<file path="config.mk">
export PLATFORM = sky130hd
export DESIGN_NAME = wb_stage
export DESIGN_NICKNAME = d
export VERILOG_FILES = /design/src/rtl/wb_stage.sv
export SDC_FILE = /design/constraint.sdc
export NUM_CORES = 2
export LEC_CHECK = 0
export CAP_MARGIN = 15
export CORE_ASPECT_RATIO = 0.7
export CORE_MARGIN = 5
export CORE_UTILIZATION = 40
export DETAILED_ROUTE_END_ITERATION = 12
export PLACE_DENSITY = 0.56
export SYNTH_ARGS = -nofsm -noshare
export SYNTH_HDL_FRONTEND = slang
export SYNTH_SLANG_ARGS = --single-unit
</file>
<file path="constraint.sdc">
create_clock -name clock -period 12.5 [get_ports clock]
set_clock_uncertainty 0.2 [all_clocks]
set_input_delay 1.875 -clock clock [delete_from_list [all_inputs] [get_ports clock]]
set_output_delay 1.875 -clock clock [all_outputs]
set_load 0.01 [all_outputs]
</file>
<file path="src/rtl/wb_stage.sv">
// Write-back stage: captures retiring instructions from IO, owns the 32xN register file,
// and drives the ID back-pass, debug trace and retired-instruction counter.
module wb_stage #(
   parameter int unsigned REG_COUNT  = 32,
   parameter int unsigned DATA_WIDTH = 32
) (
   input  logic                    clock,
   input  logic                    reset,
   output logic                    wb_allow_in,
   input  logic                    io_to_wb_valid,
   input  logic [31:0]             io_to_wb_program_count,
   input  logic [DATA_WIDTH-1:0]   io_to_wb_final_result,
   input  logic [4:0]              io_to_wb_rf_address,
   input  logic                    io_to_wb_rf_write_enabled,
   input  logic [DATA_WIDTH/8-1:0] io_to_wb_rf_write_strobe,
   input  logic [4:0]              read_address_0,
   input  logic [4:0]              read_address_1,
   output logic [DATA_WIDTH-1:0]   read_data_0,
   output logic [DATA_WIDTH-1:0]   read_data_1,
   output logic                    wb_to_id_valid,
   output logic [4:0]              wb_to_id_write_register,
   input  logic                    trace_stall,
   output logic [31:0]             debug_wb_pc,
   output logic [DATA_WIDTH/8-1:0] debug_wb_rf_wen,
   output logic [4:0]              debug_wb_rf_wnum,
   output logic [DATA_WIDTH-1:0]   debug_wb_rf_wdata,
   output logic [31:0]             retired_count
);

   localparam int unsigned LANES = DATA_WIDTH / 8;

   logic                  wb_valid;
   logic [31:0]           wb_pc;
   logic [DATA_WIDTH-1:0] wb_result;
   logic [4:0]            wb_addr;
   logic                  wb_we;
   logic [LANES-1:0]      wb_strobe;

   logic                  wb_ready_go;
   logic                  retire;
   logic                  rf_we;
   logic [DATA_WIDTH-1:0] wb_merged;

   logic [DATA_WIDTH-1:0] rf [REG_COUNT];

   assign wb_ready_go = ~trace_stall;
   assign wb_allow_in = ~wb_valid | wb_ready_go;
   assign retire      = wb_valid & wb_ready_go;
   assign rf_we       = retire & wb_we & (wb_addr != 5'd0);

   always_ff @(posedge clock or negedge reset) begin
      if (!reset) begin
         wb_valid  <= 1'b0;
         wb_pc     <= '0;
         wb_result <= '0;
         wb_addr   <= '0;
         wb_we     <= 1'b0;
         wb_strobe <= '0;
      end else if (wb_allow_in) begin
         wb_valid <= io_to_wb_valid;
         if (io_to_wb_valid) begin
            wb_pc     <= io_to_wb_program_count;
            wb_result <= io_to_wb_final_result;
            wb_addr   <= io_to_wb_rf_address;
            wb_we     <= io_to_wb_rf_write_enabled;
            wb_strobe <= io_to_wb_rf_write_strobe;
         end
      end
   end

   always_ff @(posedge clock or negedge reset) begin
      if (!reset) begin
         retired_count <= '0;
      end else if (retire) begin
         retired_count <= retired_count + 32'd1;
      end
   end

   // Merged word serves both the register write and same-cycle write-through reads.
   always_comb begin
      wb_merged = rf[wb_addr];
      for (int unsigned i = 0; i < LANES; i++) begin
         if (wb_strobe[i]) begin
            wb_merged[8*i +: 8] = wb_result[8*i +: 8];
         end
      end
   end

   // Register file is intentionally unreset; entry 0 is never written and never read.
   always_ff @(posedge clock) begin
      if (rf_we) begin
         rf[wb_addr] <= wb_merged;
      end
   end

   always_comb begin
      read_data_0 = '0;
      read_data_1 = '0;
      if (read_address_0 != 5'd0) begin
         read_data_0 = (rf_we && read_address_0 == wb_addr) ? wb_merged : rf[read_address_0];
      end
      if (read_address_1 != 5'd0) begin
         read_data_1 = (rf_we && read_address_1 == wb_addr) ? wb_merged : rf[read_address_1];
      end
   end

   assign wb_to_id_valid          = wb_valid & wb_we & (wb_addr != 5'd0);
   assign wb_to_id_write_register = wb_addr;

   assign debug_wb_pc       = wb_pc;
   assign debug_wb_rf_wen   = {LANES{retire & wb_we}} & wb_strobe;
   assign debug_wb_rf_wnum  = wb_addr;
   assign debug_wb_rf_wdata = wb_result;

endmodule

</file>
==> results.rst <==
.. list-table::
   :header-rows: 1

   * - Metric
     - Value
   * - Pin count of the biggest net entering global routing
     - 127
   * - Post-Synth Adder-Cell Area
     - 0.0206%
   * - Floorplan core area
     - 151000 um2
   * - Portion of synthesized cell area occupied by the leading cell type
     - 50.7%
   * - Max-capacitance violation count
     - 0
   * - Reg-to-reg setup timing slack
     - 7470 ps
   * - Number of H-tree levels
     - 3
   * - Power spent charging and discharging nets
     - 2.90 mW
   * - Total gr overflow
     - 0
   * - Hold Crit Depth
     - 1
   * - Worst hold path type
     - reg2reg
   * - Post-synthesis mux area share
     - 32.5%
   * - Switching power as a share of total power
     - 28.2%
   * - CP most frequent cell
     - sky130_fd_sc_hd__clkdlybuf4s50_1
   * - Number of buffers added by the clock tree synthesis step
     - 117
   * - Post-CTS setup buffer count
     - 0
   * - Worst-margin pin slew
     - 1270 ps
   * - Static Leak
     - 22.6 nW
   * - CP Class
     - in2out
   * - Max Root-Sink Buffers
     - 3
   * - Final hold slack
     - 281 ps
   * - Endpoint required time on the critical path
     - 10430 ps
   * - Initial cell density of the core
     - 40.3%
   * - Fraction of the cycle the final worst path needs
     - 66.8%
   * - Mean instance size in the synthesized netlist
     - 17.6 um2
   * - Number of nets in the layout
     - 3787
   * - Delay of the slowest cell on the worst path
     - 960 ps
   * - IO Port Bufs
     - 263
   * - Routability congestion estimate from global placement
     - 0.859
   * - Compound-Gate Fraction of Synth Area
     - 5.58%
   * - Root buf cell
     - sky130_fd_sc_hd__clkbuf_16
   * - Sequential-to-total area share from yosys stat
     - 55.1%
   * - DP Wirelength
     - 136 mm
   * - Drt first-iter violations
     - 6417
   * - Remaining routing DRC violations
     - 0
   * - Final min period
     - 8350 ps
   * - Buffers and inverters on the worst path
     - 3
   * - Placed standard-cell area
     - 65800 um2
   * - Setup slack at placement
     - 4170 ps
   * - Number of nets with antenna violations after detailed routing
     - 0
   * - Critical Path Slowest Stage Cell
     - sky130_fd_sc_hd__nor2_4
   * - Number of vias in the routed layout
     - 40294
   * - Register bit total from synthesis
     - 1131
   * - Maximum clock frequency
     - 120 MHz
   * - Post-CTS Hold Fix Bufs
     - 0
   * - Final setup fails
     - 0
   * - Crit path DAT
     - 6270 ps
   * - Critical path, cell by cell
     - clkdlybuf4s50_1 -> buf_4 -> nor2_1 -> nor4b_2 -> nor2_4 -> nand2_1 -> a211oi_1 -> a221o_1 -> clkdlybuf4s50_1
   * - Share of synthesized registers carrying an async set or reset
     - 9.46%
   * - Placement Rows
     - 119
   * - Fraction of layout cells with a size suffix above 1
     - 33.2%
   * - Synth warnings
     - 0
   * - Wirelength per Cell
     - 39.3 um
   * - CTS tree
     - yes
   * - Flop pwr share
     - 44.7%
   * - Total global-route track usage
     - 28.0%
   * - Fraction of synthesized cell area in xor and xnor cells
     - 0.578%
   * - Hold worst-path end
     - retired_count[24]$_DFFE_PN0N_
   * - Layout Cell Area excl Fill
     - 69800 um2
   * - Combinational fraction of design power
     - 19.5%
   * - Post-CTS sizing
     - 0
   * - Cells taking the most area after synthesis
     - sky130_fd_sc_hd__edfxtp_1 (51%), sky130_fd_sc_hd__mux4_2 (28%), sky130_fd_sc_hd__dfrtp_1 (4.4%)
   * - Share of total power in the clock network
     - 35.8%
   * - Cell class contributing the biggest share of worst-path delay
     - simple AND/OR/NAND/NOR gates
   * - Die boundary width
     - 475 um
   * - Final wirelength
     - 228 mm
   * - CP Max Fanout
     - 22
   * - Worst-case setup margin in the final layout
     - 4150 ps
   * - Number of slew-limit violations in the final report
     - 0
   * - Clock sink count
     - 1131
   * - Post-synth EDFFs
     - 1024
   * - Iteration count of the initial detailed-routing pass
     - 6
   * - Library cells used by synthesis
     - 76
   * - Total negative setup slack
     - 0 ps
   * - Chip Height
     - 336 um
   * - Result of the run
     - finished clean
   * - Number of cells on the worst reg-to-reg path
     - 6
   * - Startpoint of the worst hold path
     - retired_count[24]$_DFFE_PN0N_
   * - Post-DR vias/cell
     - 6.95
   * - Number of hold violations in the final report
     - 0
   * - Number of cells produced by synthesis
     - 3447
   * - I/O pin cnt
     - 264
   * - Endpoint type of the worst setup path
     - primary output
   * - Antenna violations before repair
     - 7
   * - Vias in the first global route
     - 38508
   * - Die area
     - 160000 um2
   * - Main synth FF type
     - sky130_fd_sc_hd__edfxtp_1
   * - RSZ-0062 raised after global routing
     - false
   * - Launching element type of the critical path
     - input port
   * - Worst-case headroom to the max-slew limit
     - 14.8%
   * - Dominant combinational cell family by area after synthesis
     - multiplexers
   * - Crit. path cell count
     - 9
   * - Design Power
     - 10.3 mW
   * - Mapped cell area
     - 60600 um2
   * - Cell Int Power
     - 7.41 mW
   * - Reg-to-reg endpoint
     - rf[12][6]$_DFFE_PP_
   * - Ratio of total power to cell area
     - 148 nW/um2
   * - Synth area leader
     - sky130_fd_sc_hd__edfxtp_1
   * - Clock transition at the registers of the reported paths
     - 60 ps
   * - Signed area change from the synthesized netlist to the final layout
     - 15.2%
   * - Largest voltage drop on the vdd net
     - 0.107 mV
   * - Critical register-to-register path startpoint
     - debug_wb_rf_wnum[2]$_DFFE_PN0P_
   * - Basic-gate share of the synthesized area counting and, or, nand and nor cells
     - 3.35%
   * - Clock latency of the later-clocked register in the worst-skew pair
     - 770 ps
   * - First-pass GRT wire length
     - 314 mm
-- power by group through the flow --
stage          registers, mW  logic (mW)  clock network (mW)
2_1_floorplan           4.66        1.17                   0
3_3_place_gp            4.69        1.98                   0
3_5_place_dp            4.69        1.98                   0
4_1_cts                 4.61        1.99                3.74
5_1_grt                 4.62        2.10                3.90
6_report                4.61        2.01                3.69
-- registers in the layout (all words and copies together) (netlist names) --
signal and flops:
rf 1024, debug_wb_pc 32, debug_wb_rf_wdata 32, retired_count 32, debug_wb_rf_wnum 5, wb_strobe 4
wb_valid 1, wb_we 1
-- worst max path at each step --
| stage | startpoint | endpoint | slack, ps |
|---|---|---|---|
| 2_1_floorplan | read_address_1[0] | read_data_1[10] | 6570 |
| 3_3_place_gp | read_address_1[4] | read_data_1[13] | 4360 |
| 3_5_place_dp | read_address_1[4] | read_data_1[13] | 4170 |
| 4_1_cts | debug_wb_rf_wnum[0]$_DFFE_PN0P_ | read_data_0[13] | 4100 |
| 5_1_grt | debug_wb_rf_wnum[0]$_DFFE_PN0P_ | read_data_0[13] | 3940 |
| 6_report | read_address_1[4] | read_data_1[13] | 4150 |
-- final cells by class --
type	count	area, um2
timing repair buffer	410	3810
antenna	4	10.0
multi-input combinational	2008	26000
clock inverter	59	663
tap	1996	2500
fill	12661	80700
inverter	30	113
clock buffer	161	3320
sequential	1131	33400
-- layout by cell type, fill, tap and decap left out, drive strengths merged, types with 32 or more instances in the layout --
cell	netlist	routed
clkinv	2	42
edfxtp	1024	1024
o21ai	55	55
clkbuf	115	161
buf	194	156
nand2	153	153
clkdlybuf4s50	0	254
conb	1	32
nor3	33	33
a21oi	106	106
dfrtp	107	107
a22oi	129	129
and3	33	33
nor2b	39	39
mux4	741	741
mux2	92	92
a211oi	43	43
nor2	77	77
mux2i	197	197
-- cells by family after synthesis --
family	after synthesis
buffers and inverters	339
AOI/OAI and AO/OA	486
muxes	1030
and+or+nand+nor	419
DFF	1131
xor gates and xnor gates	40
adders and majority gates	1
other	1
-- synth_stat cells (all sizes together) (9+ instances only) --
cell	number
a211oi	43
a221o	24
xor2	16
mux2	92
dfrtp	107
a22o	12
nor2b	39
and3	33
and2	9
o21ai	55
edfxtp	1024
buf	194
clkbuf	115
xnor2	24
mux2i	197
nand3	26
nor2	77
a22oi	129
o22ai	28
nand4	12
nand2	153
nor3	33
inv	28
a21oi	106
mux4	741
-- stage by stage --
step | util [%] | std cells
after CTS | 46.4 | 5795
after floorplan | - | 3478
after global routing | 46.4 | 5796
after global placement | 43.7 | 5575
after detailed placement | 43.7 | 5575
final | 46.4 | 5799
-- per-layer routing --
| layer | part of all wire, % | vias up | global-route usage, % |
|---|---|---|---|
| met5 | 0.024 | - | 0.263 |
| met4 | 3.7 | 2 | 8.96 |
| met3 | 13 | 428 | 8.67 |
| met2 | 43 | 3112 | 39.9 |
| met1 | 40 | 21455 | 41.2 |
| li1 | - | 15297 | - |
(Power assumes the default switching activity.)
